--- src/rtl/sysid_access_ctrl.sv ---
// sysid_access_ctrl: runs an ID/timestamp self-check against the system-ID
// slave, then shares the slave between two read requesters with round-robin
// arbitration and a waitrequest timeout on every read.
module sysid_access_ctrl #(
  parameter logic [31:0] EXPECTED_ID = 32'd2,
  parameter logic [31:0] EXPECTED_TS = 32'd1498981549,
  parameter int unsigned TIMEOUT     = 16,
  parameter int unsigned TO_W        = 5
) (
  input  logic        clock,
  input  logic        reset,
  input  logic        start,
  output logic        avm_address,
  output logic        avm_read,
  input  logic [31:0] avm_readdata,
  input  logic        avm_waitrequest,
  input  logic        req0_read,
  input  logic        req0_address,
  input  logic        req1_read,
  input  logic        req1_address,
  output logic        req0_valid,
  output logic        req1_valid,
  output logic [31:0] rsp_readdata,
  output logic        rsp_err,
  output logic        check_done,
  output logic        id_ok,
  output logic        ts_ok,
  output logic [31:0] id_value,
  output logic [31:0] ts_value,
  output logic        timeout_err
);

  typedef enum logic [2:0] {
    CHK_ID,
    CHK_TS,
    SERVE,
    XFER,
    RESP
  } state_t;

  state_t          state;
  state_t          next_state;
  logic [TO_W-1:0] to_cnt;
  logic            rr_ptr;
  logic            grant;

  logic            stalled;
  logic            read_done;
  logic            read_abort;
  logic            any_req;
  logic            grant_next;
  logic            grant_addr;
  logic            chk_state;

  // Read progress, timeout detection and round-robin selection for this cycle.
  always_comb begin
    stalled    = avm_read && avm_waitrequest;
    read_done  = avm_read && !avm_waitrequest;
    read_abort = stalled && (to_cnt == TO_W'(TIMEOUT - 1));
    any_req    = req0_read || req1_read;
    chk_state  = (state == CHK_ID) || (state == CHK_TS);
    if (req0_read && req1_read) begin
      grant_next = rr_ptr;
    end else begin
      grant_next = req1_read;
    end
    grant_addr = grant_next ? req1_address : req0_address;
  end

  // Next-state logic; a timed-out read advances exactly like a completed one.
  always_comb begin
    next_state = state;
    case (state)
      CHK_ID: if (read_done || read_abort) next_state = CHK_TS;
      CHK_TS: if (read_done || read_abort) next_state = SERVE;
      SERVE: begin
        if (start) begin
          next_state = CHK_ID;
        end else if (any_req) begin
          next_state = XFER;
        end
      end
      XFER:   if (read_done || read_abort) next_state = RESP;
      RESP:   next_state = SERVE;
      default: next_state = CHK_ID;
    endcase
  end

  // State register.
  always_ff @(posedge clock) begin
    if (reset) begin
      state <= CHK_ID;
    end else begin
      state <= next_state;
    end
  end

  // Stall counter, restarted on every state entry.
  always_ff @(posedge clock) begin
    if (reset || (next_state != state)) begin
      to_cnt <= '0;
    end else if (stalled) begin
      to_cnt <= to_cnt + TO_W'(1);
    end
  end

  // Avalon master outputs; a check state entered with the strobe low (after
  // reset or after an aborted ID read) raises it one cycle later.
  always_ff @(posedge clock) begin
    if (reset) begin
      avm_read    <= 1'b0;
      avm_address <= 1'b0;
    end else if (next_state != state) begin
      case (next_state)
        CHK_ID: begin
          avm_read    <= 1'b1;
          avm_address <= 1'b0;
        end
        CHK_TS: begin
          avm_read    <= !read_abort;
          avm_address <= 1'b1;
        end
        XFER: begin
          avm_read    <= 1'b1;
          avm_address <= grant_addr;
        end
        default: avm_read <= 1'b0;
      endcase
    end else if (chk_state && !avm_read) begin
      avm_read <= 1'b1;
    end
  end

  // Check results: capture, compare, and clear when a re-check is requested.
  always_ff @(posedge clock) begin
    if (reset) begin
      check_done  <= 1'b0;
      id_ok       <= 1'b0;
      ts_ok       <= 1'b0;
      id_value    <= '0;
      ts_value    <= '0;
      timeout_err <= 1'b0;
    end else begin
      if (state == CHK_ID) begin
        if (read_done) begin
          id_value <= avm_readdata;
          id_ok    <= (avm_readdata == EXPECTED_ID);
        end else if (read_abort) begin
          id_value    <= '0;
          id_ok       <= 1'b0;
          timeout_err <= 1'b1;
        end
      end
      if (state == CHK_TS) begin
        if (read_done) begin
          ts_value   <= avm_readdata;
          ts_ok      <= (avm_readdata == EXPECTED_TS);
          check_done <= 1'b1;
        end else if (read_abort) begin
          ts_value    <= '0;
          ts_ok       <= 1'b0;
          timeout_err <= 1'b1;
          check_done  <= 1'b1;
        end
      end
      if ((state == SERVE) && start) begin
        check_done  <= 1'b0;
        id_ok       <= 1'b0;
        ts_ok       <= 1'b0;
        timeout_err <= 1'b0;
      end
    end
  end

  // Arbitration, response capture and the one-cycle valid pulses.
  always_ff @(posedge clock) begin
    if (reset) begin
      rr_ptr       <= 1'b0;
      grant        <= 1'b0;
      req0_valid   <= 1'b0;
      req1_valid   <= 1'b0;
      rsp_readdata <= '0;
      rsp_err      <= 1'b0;
    end else begin
      req0_valid <= 1'b0;
      req1_valid <= 1'b0;
      if ((state == SERVE) && !start && any_req) begin
        grant <= grant_next;
      end
      if (state == XFER) begin
        if (read_done) begin
          rsp_readdata <= avm_readdata;
          rsp_err      <= 1'b0;
          req0_valid   <= !grant;
          req1_valid   <= grant;
        end else if (read_abort) begin
          rsp_readdata <= '0;
          rsp_err      <= 1'b1;
          req0_valid   <= !grant;
          req1_valid   <= grant;
        end
      end
      if (state == RESP) begin
        rr_ptr <= !grant;
      end
    end
  end

endmodule

--- config.mk ---
export PLATFORM = sky130hd
export DESIGN_NAME = sysid_access_ctrl
export DESIGN_NICKNAME = d
export VERILOG_FILES = /design/src/rtl/sysid_access_ctrl.sv
export SDC_FILE = /design/constraint.sdc
export NUM_CORES = 1
export LEC_CHECK = 0
export BUFFER_PORTS_ARGS = -buffer_cell sky130_fd_sc_hd__buf_2
export CORE_ASPECT_RATIO = 0.9
export CORE_UTILIZATION = 54
export CTS_CLUSTER_SIZE = 8
export DETAILED_ROUTE_END_ITERATION = 8
export PLACE_DENSITY = 0.85
export SETUP_SLACK_MARGIN = 0.05
export SLEW_MARGIN = 20
export SYNTH_ARGS = -nofsm -noshare
export SYNTH_HDL_FRONTEND = slang
export SYNTH_SLANG_ARGS = --single-unit
--- constraint.sdc ---
create_clock -name clock -period 3.42 [get_ports clock]
set_input_delay 0.513 -clock clock [delete_from_list [all_inputs] [get_ports clock]]
set_output_delay 0.513 -clock clock [all_outputs]
set_load 0.02 [all_outputs]
== Word-level counts from Yosys, hierarchy flattened ==
Cells that the tools add are included.
Storage, ports and cells
  register bits: 115
  bits of input ports: 40
  output and inout bits: 105
  word-level logic and storage cells: 87
Cells by class
  add/sub/neg operators: 1
  eq/ne operators: 10
  multiplexer cells: 30
  bitwise operators: 1
  reduce and logical (&&, ||, !) cells: 29
Operators by type and width (number)
  $mux 32: 2
  $eq 32x2->1 const B: 1
  $eq 32x31->1 const B: 1
  $mux 1: 20
  $mux 3: 5
  $pmux 3 s5: 1
  $eq 3x2->1 const B: 3
  $logic_and 1x1->1: 8
  $reduce_and 2->1: 4
  $eq 3x1->1 const B: 2
  $logic_not 3->1: 2
  $reduce_or 2->1: 3
  $add 5x1->5 const B: 1
  $eq 5x4->1 const B: 1
  $logic_not 1->1: 5
  $logic_or 1x1->1: 4
  $reduce_bool 2->1: 2
  $eq 3x3->1 const B: 1
  $ne 3x3->1: 1
  $pmux 1 s3: 1
  $reduce_bool 3->1: 1
  $pmux 1 s2: 1
  $not 1->1: 1

== Longest topological paths before layout ==
  depth in word-level cells: 9
  depth in mapped cells: 9
  mapped depth without buffers: 7

== Least setup slack after synthesis ==
OpenSTA, ideal clock, no wires.
  path type: register -> register
  from: reg to_cnt[0]
  to: reg id_ok
  arrival: 1973 ps
  path slack: 1377 ps
  stages on the path, launching flop included: 9
  buffers on the path: 1
  clock period less this slack: 2043 ps
  cell sequence: dfxtp_1 > ha_1 > and3_1 > ha_1 > nand2b_1 > clkbuf_1 > nand3_2 > or4_1 > a21oi_1
Between the ends
  cells in the longest elaborated chain, start to end: 4
Ends and longest elaborated chain
  from (decl): RTL line 43  | logic [TO_W-1:0] to_cnt;
  from (signal assigned): RTL line 103  | to_cnt <= to_cnt + TO_W'(1);
  $eq 5x4->1: RTL line 59  | read_abort = stalled && (to_cnt == TO_W'(TIMEOUT - 1));
  $logic_and 1x1->1: RTL line 59
  $reduce_bool 2->1 (no line)
  $reduce_and 2->1 (no line)
  to (signal assigned): RTL line 147  | id_ok <= (avm_readdata == EXPECTED_ID);
  to (decl): RTL line 26  | output logic id_ok,
No other way between the ends.
A chain may end at the register's enable or synchronous reset.

== Worst setup path in the final report ==
  from: reg to_cnt[0]
  to: reg avm_address
Between the ends
  cells in the longest elaborated chain, start to end: 8
  elaborated cells on any way between the ends: 14
  classes of those cells: eq/ne: 4; mux: 5; reduce/logical: 5
Ends and longest elaborated chain
  $eq 5x4->1 (*): RTL line 59
  $logic_and 1x1->1 (*): RTL line 59
  $logic_or 1x1->1 (*): RTL line 74, 75, 83
  $mux 3 (on tied branches): RTL line 83, 74, 75
  $pmux 3 s5 (*): RTL line 73  | case (state)
  $eq 3x2->1, or another cell as far along: RTL line 114  | case (next_state)
  $reduce_bool 3->1 (no line)
  $reduce_and 2->1 (no line)
  to (signal assigned): RTL line 125  | avm_address <= grant_addr;
  to (decl): RTL line 13  | output logic avm_address,
Mark *: on every way between the ends. The rest lies on a longest branch, timed or not.

==> qor.csv <==
stage;metric;value;unit
pwr;Cell Pwr Density;650;nW/um^2
timing;Post-Route Skew;4.83;ps
worst_setup_path;Critical-path top delay cell;dfxtp_1;
synthesis;Post-Synth XOR/XNOR Area;0.607;%
routing;TritonRoute pass-1 iters;5;
synthesis;Seq/Total Area, Yosys;53.2;%
finish;ant diodes;0;
synthesis;Syn Inst Count;462;
floorplanning;CORE AREA;7660;um^2
timing;fin worst setup slack;959;ps
synthesis;Post-Synth Adder-Cell Area;0.578;%
synthesis;average cell area after synthesis;9.37;um^2
min_path;Worst Hold Class;input port to flop;
synthesis;#FFs+latches synth;115;
finish;fill cell count;546;
worst_setup_path;worst-path fanout max;19;
global_routing;GRT Overall Usage;32.3;%
timing;final number of setup-violating endpoints;0;
routing;starting DRC count in detailed routing;449;
global_routing;global route overflow;0;
finish;most common cell after layout, fill and taps aside;buf_2;
clock_network;TritonCTS Sinks;115;
pwr;overall power;3730;uW
timing;Sum Neg Setup Slack;0;ps
clock_network;Clk pin slew, worst setup/hold paths;60;ps
worst_setup_path;CP arrival;2830;ps
worst_setup_path;worst reg2reg path depth;8;
pwr;Pleak;0.00250;uW
routing;detailed-route DRC error count;0;
timing;fmax;406;MHz
floorplanning;Ports;145;
worst_setup_path;most used cell, CP;ha_1;
job;max_cap viols;0;
timing;RSZ-0062 raised after global routing;no;
placed_design;Placed Cells;662;
timing;Slew HR;36.3;%
synthesis;simple-gate share of the synthesized area;17.5;%
routing;via count;4451;
placed_design;Port-buffer cells;144;
finish;share of layout cells above drive strength 1;31.4;%
floorplanning;Rows;30;
floorplanning;DIE AREA;8380;um^2
timing;Tcrit/Tclk final;72.0;%
synthesis;syn_nets;504;
clock_network;Hold Buf Count CTS;0;
clock_network;H-Tree Level Count;4;
run_status;outcome;complete, no violations;
synthesis;count of cell types in the netlist;40;
pwr;worst ir drop on vdd;460;uV
worst_setup_path;critical path class;flop to flop;
worst_setup_path;Worst R2R Start;to_cnt[0];
routing;Avg Vias per Cell;6.41;
synthesis;yosys synthesis warning count;0;
worst_setup_path;Worst R2R Setup Slack;960;ps
finish;most frequent cells in the layout;143 x buf_2, 115 x nor2_1, 115 x dfxtp_1;
clock_network;total CTS buffers;17;
floorplanning;Initial Utilization;56.6;%
finish;Sequential cell area;2300;um^2
worst_setup_path;crit-path cells;ha_1 -> and3_1 -> ha_1 -> nand2b_1 -> nand3_2 -> buf_4 -> a211oi_1 -> o32ai_1;
worst_setup_path;RR Endpoint;avm_address;
floorplanning;Chip Width;96.4;um
synthesis;Mapped Area;4330;um^2
global_routing;antenna violations before repair;0;
placed_design;gpl congestion;0.864;
routing;total routed wirelength;13300;um
clock_network;TritonCTS clock tree;done;
worst_setup_path;CP required;3790;ps
timing;Worst-Margin Slew;955;ps
routing;Avg WL per Cell;19.1;um
routing;Final ANT Viol Nets;0;
worst_setup_path;CP Capture Type;flop;
finish;Syn-to-layout area delta;32.3;%
finish;multi-input combinational cell area;1840;um^2
clock_network;Clock Latency Late Sink;520;ps
synthesis;mux cell area share after synthesis;0.462;%
synthesis;Compound-Gate Fraction of Synth Area;22.9;%
finish;fin nets;627;
placed_design;hpwl dp;8240;um
min_path;min-delay src;req1_read;
min_path;WHS Endpoint;grant;
synthesis;largest family of logic cells by synthesized area;compound AO/OA/AOI/OAI gates;
timing;Slew Viols, Final;0;
global_routing;vias in the first global route;4043;
timing;final worst path period need;2460;ps
global_routing;first-pass GRT wire length;20500;um
clock_network;Post-CTS Setup Bufs;0;
clock_network;CTS resizes;0;
min_path;Hold Path Depth;3;
placed_design;worst slack, placed;1040;ps
worst_setup_path;Crit path buffers/inverters;1;
floorplanning;die height;87.0;um
finish;Finished Layout Cells;694;
global_routing;largest net degree at the start of global routing;98;
worst_setup_path;Worst path top cell family by delay;simple AND/OR/NAND/NOR gates;
clock_network;CTS root buf;clkbuf_8;
clock_network;CTS max path bufs;2;
worst_setup_path;delay of the slowest critical-path stage;370;ps
worst_setup_path;CP Launch Type;flop;
timing;Hold Fails Final Rpt;0;
[registers in the layout, indices dropped and copies added (netlist names)]
register      count
id_value         32
rsp_readdata     32
ts_value         32
to_cnt            5
state             3
avm_address       1
avm_read          1
check_done        1
grant             1
id_ok             1
req0_valid        1
req1_valid        1
rr_ptr            1
rsp_err           1
timeout_err       1
ts_ok             1
[worst min-delay path, cell delays in order]
cell	delay (ps)
buf_2	110
a31oi_1	80
nor2_1	70
[cell type report]
class | count | area share (%)
Clock buffer | 23 | 8.49
Clock inverter | 9 | 3.01
Inverter | 6 | 0.393
Multi-Input combinational cell | 293 | 32.2
Sequential cell | 115 | 40.2
Tap cell | 96 | 2.10
Timing Repair Buffer | 152 | 13.7
[how the worst max path moves through the flow]
stage / slack (ps) / cells past startpoint / startpoint / to
after floorplan: 1380 / 8 / to_cnt[0] / id_ok
after global placement: 1140 / 7 / to_cnt[0] / ts_ok
after detailed placement: 1040 / 8 / to_cnt[0] / avm_address
after CTS: 1010 / 8 / to_cnt[0] / avm_address
after global routing: 780 / 7 / to_cnt[0] / id_ok
final: 960 / 8 / to_cnt[0] / avm_address
[logic make-up after synthesis]
logic type               Yosys count
AND/OR/NAND/NOR                  167
XOR/XNOR                           3
adder cells (fa/ha/maj)            2
buffers and inverters             54
multiplexers                       2
AO/OA/AOI/OAI                    119
flip-flops                       115
[power by group]
group	leakage [uW]	internal, uW	total (uW)	switching (uW)
registers	0.000931	1380	1420	33.8
logic	0.00124	109	356	247
clock network	0.000324	1350	1950	604
total	0.00250	2840	3730	886
[routing by layer]
metal	vias to the layer above	routed length, um	global-route usage (%)
li1	1995	-	-
met1	2152	5340	40.6
met2	266	6380	51.5
met3	38	1200	9.77
met4	0	360	13.8
met5	-	0	0
[synthesized netlist by cell type]
cell type / instances / area [um^2]
or3_1: 1 / 6.26
o211ai_1: 1 / 7.51
o221ai_1: 1 / 8.76
a211oi_1: 2 / 15.0
a21oi_1: 6 / 30.0
nor3_2: 1 / 10.0
and3_1: 3 / 18.8
a31oi_1: 4 / 25.0
or4_1: 3 / 22.5
nand4b_1: 1 / 8.76
nor2b_1: 3 / 18.8
o32ai_1: 1 / 8.76
nand4_1: 6 / 37.5
nand3_2: 2 / 20.0
nor3_1: 3 / 15.0
and3b_1: 1 / 8.76
o21ai_1: 1 / 5.00
clkbuf_1: 44 / 165
ha_1: 2 / 25.0
and2_1: 1 / 6.26
o21ai_0: 2 / 10.0
nor2_1: 115 / 432
nor4_1: 7 / 43.8
nor4b_1: 2 / 17.5
mux2i_1: 2 / 20.0
nand2_1: 8 / 30.0
xnor2_1: 1 / 8.76
o2bb2ai_1: 1 / 8.76
inv_1: 6 / 22.5
buf_2: 2 / 10.0
a31o_1: 1 / 8.76
dfxtp_1: 115 / 2300
nand3_1: 4 / 20.0
a32oi_1: 96 / 841
a21boi_0: 2 / 15.0
xor2_1: 2 / 17.5
a221oi_1: 1 / 8.76
nor3b_2: 1 / 12.5
nand2b_1: 5 / 31.3
buf_1: 2 / 7.51
[stage by stage]
stage                     hold WS (ps)  area, um^2  util [%]
after floorplan                    401        4330         -
after global placement             411        5070      66.2
after detailed placement           428        5070      66.2
after CTS                          284        5730      74.8
after global routing               316        5730      74.8
final                              295        5730      74.8
(Power assumes the default switching activity.)
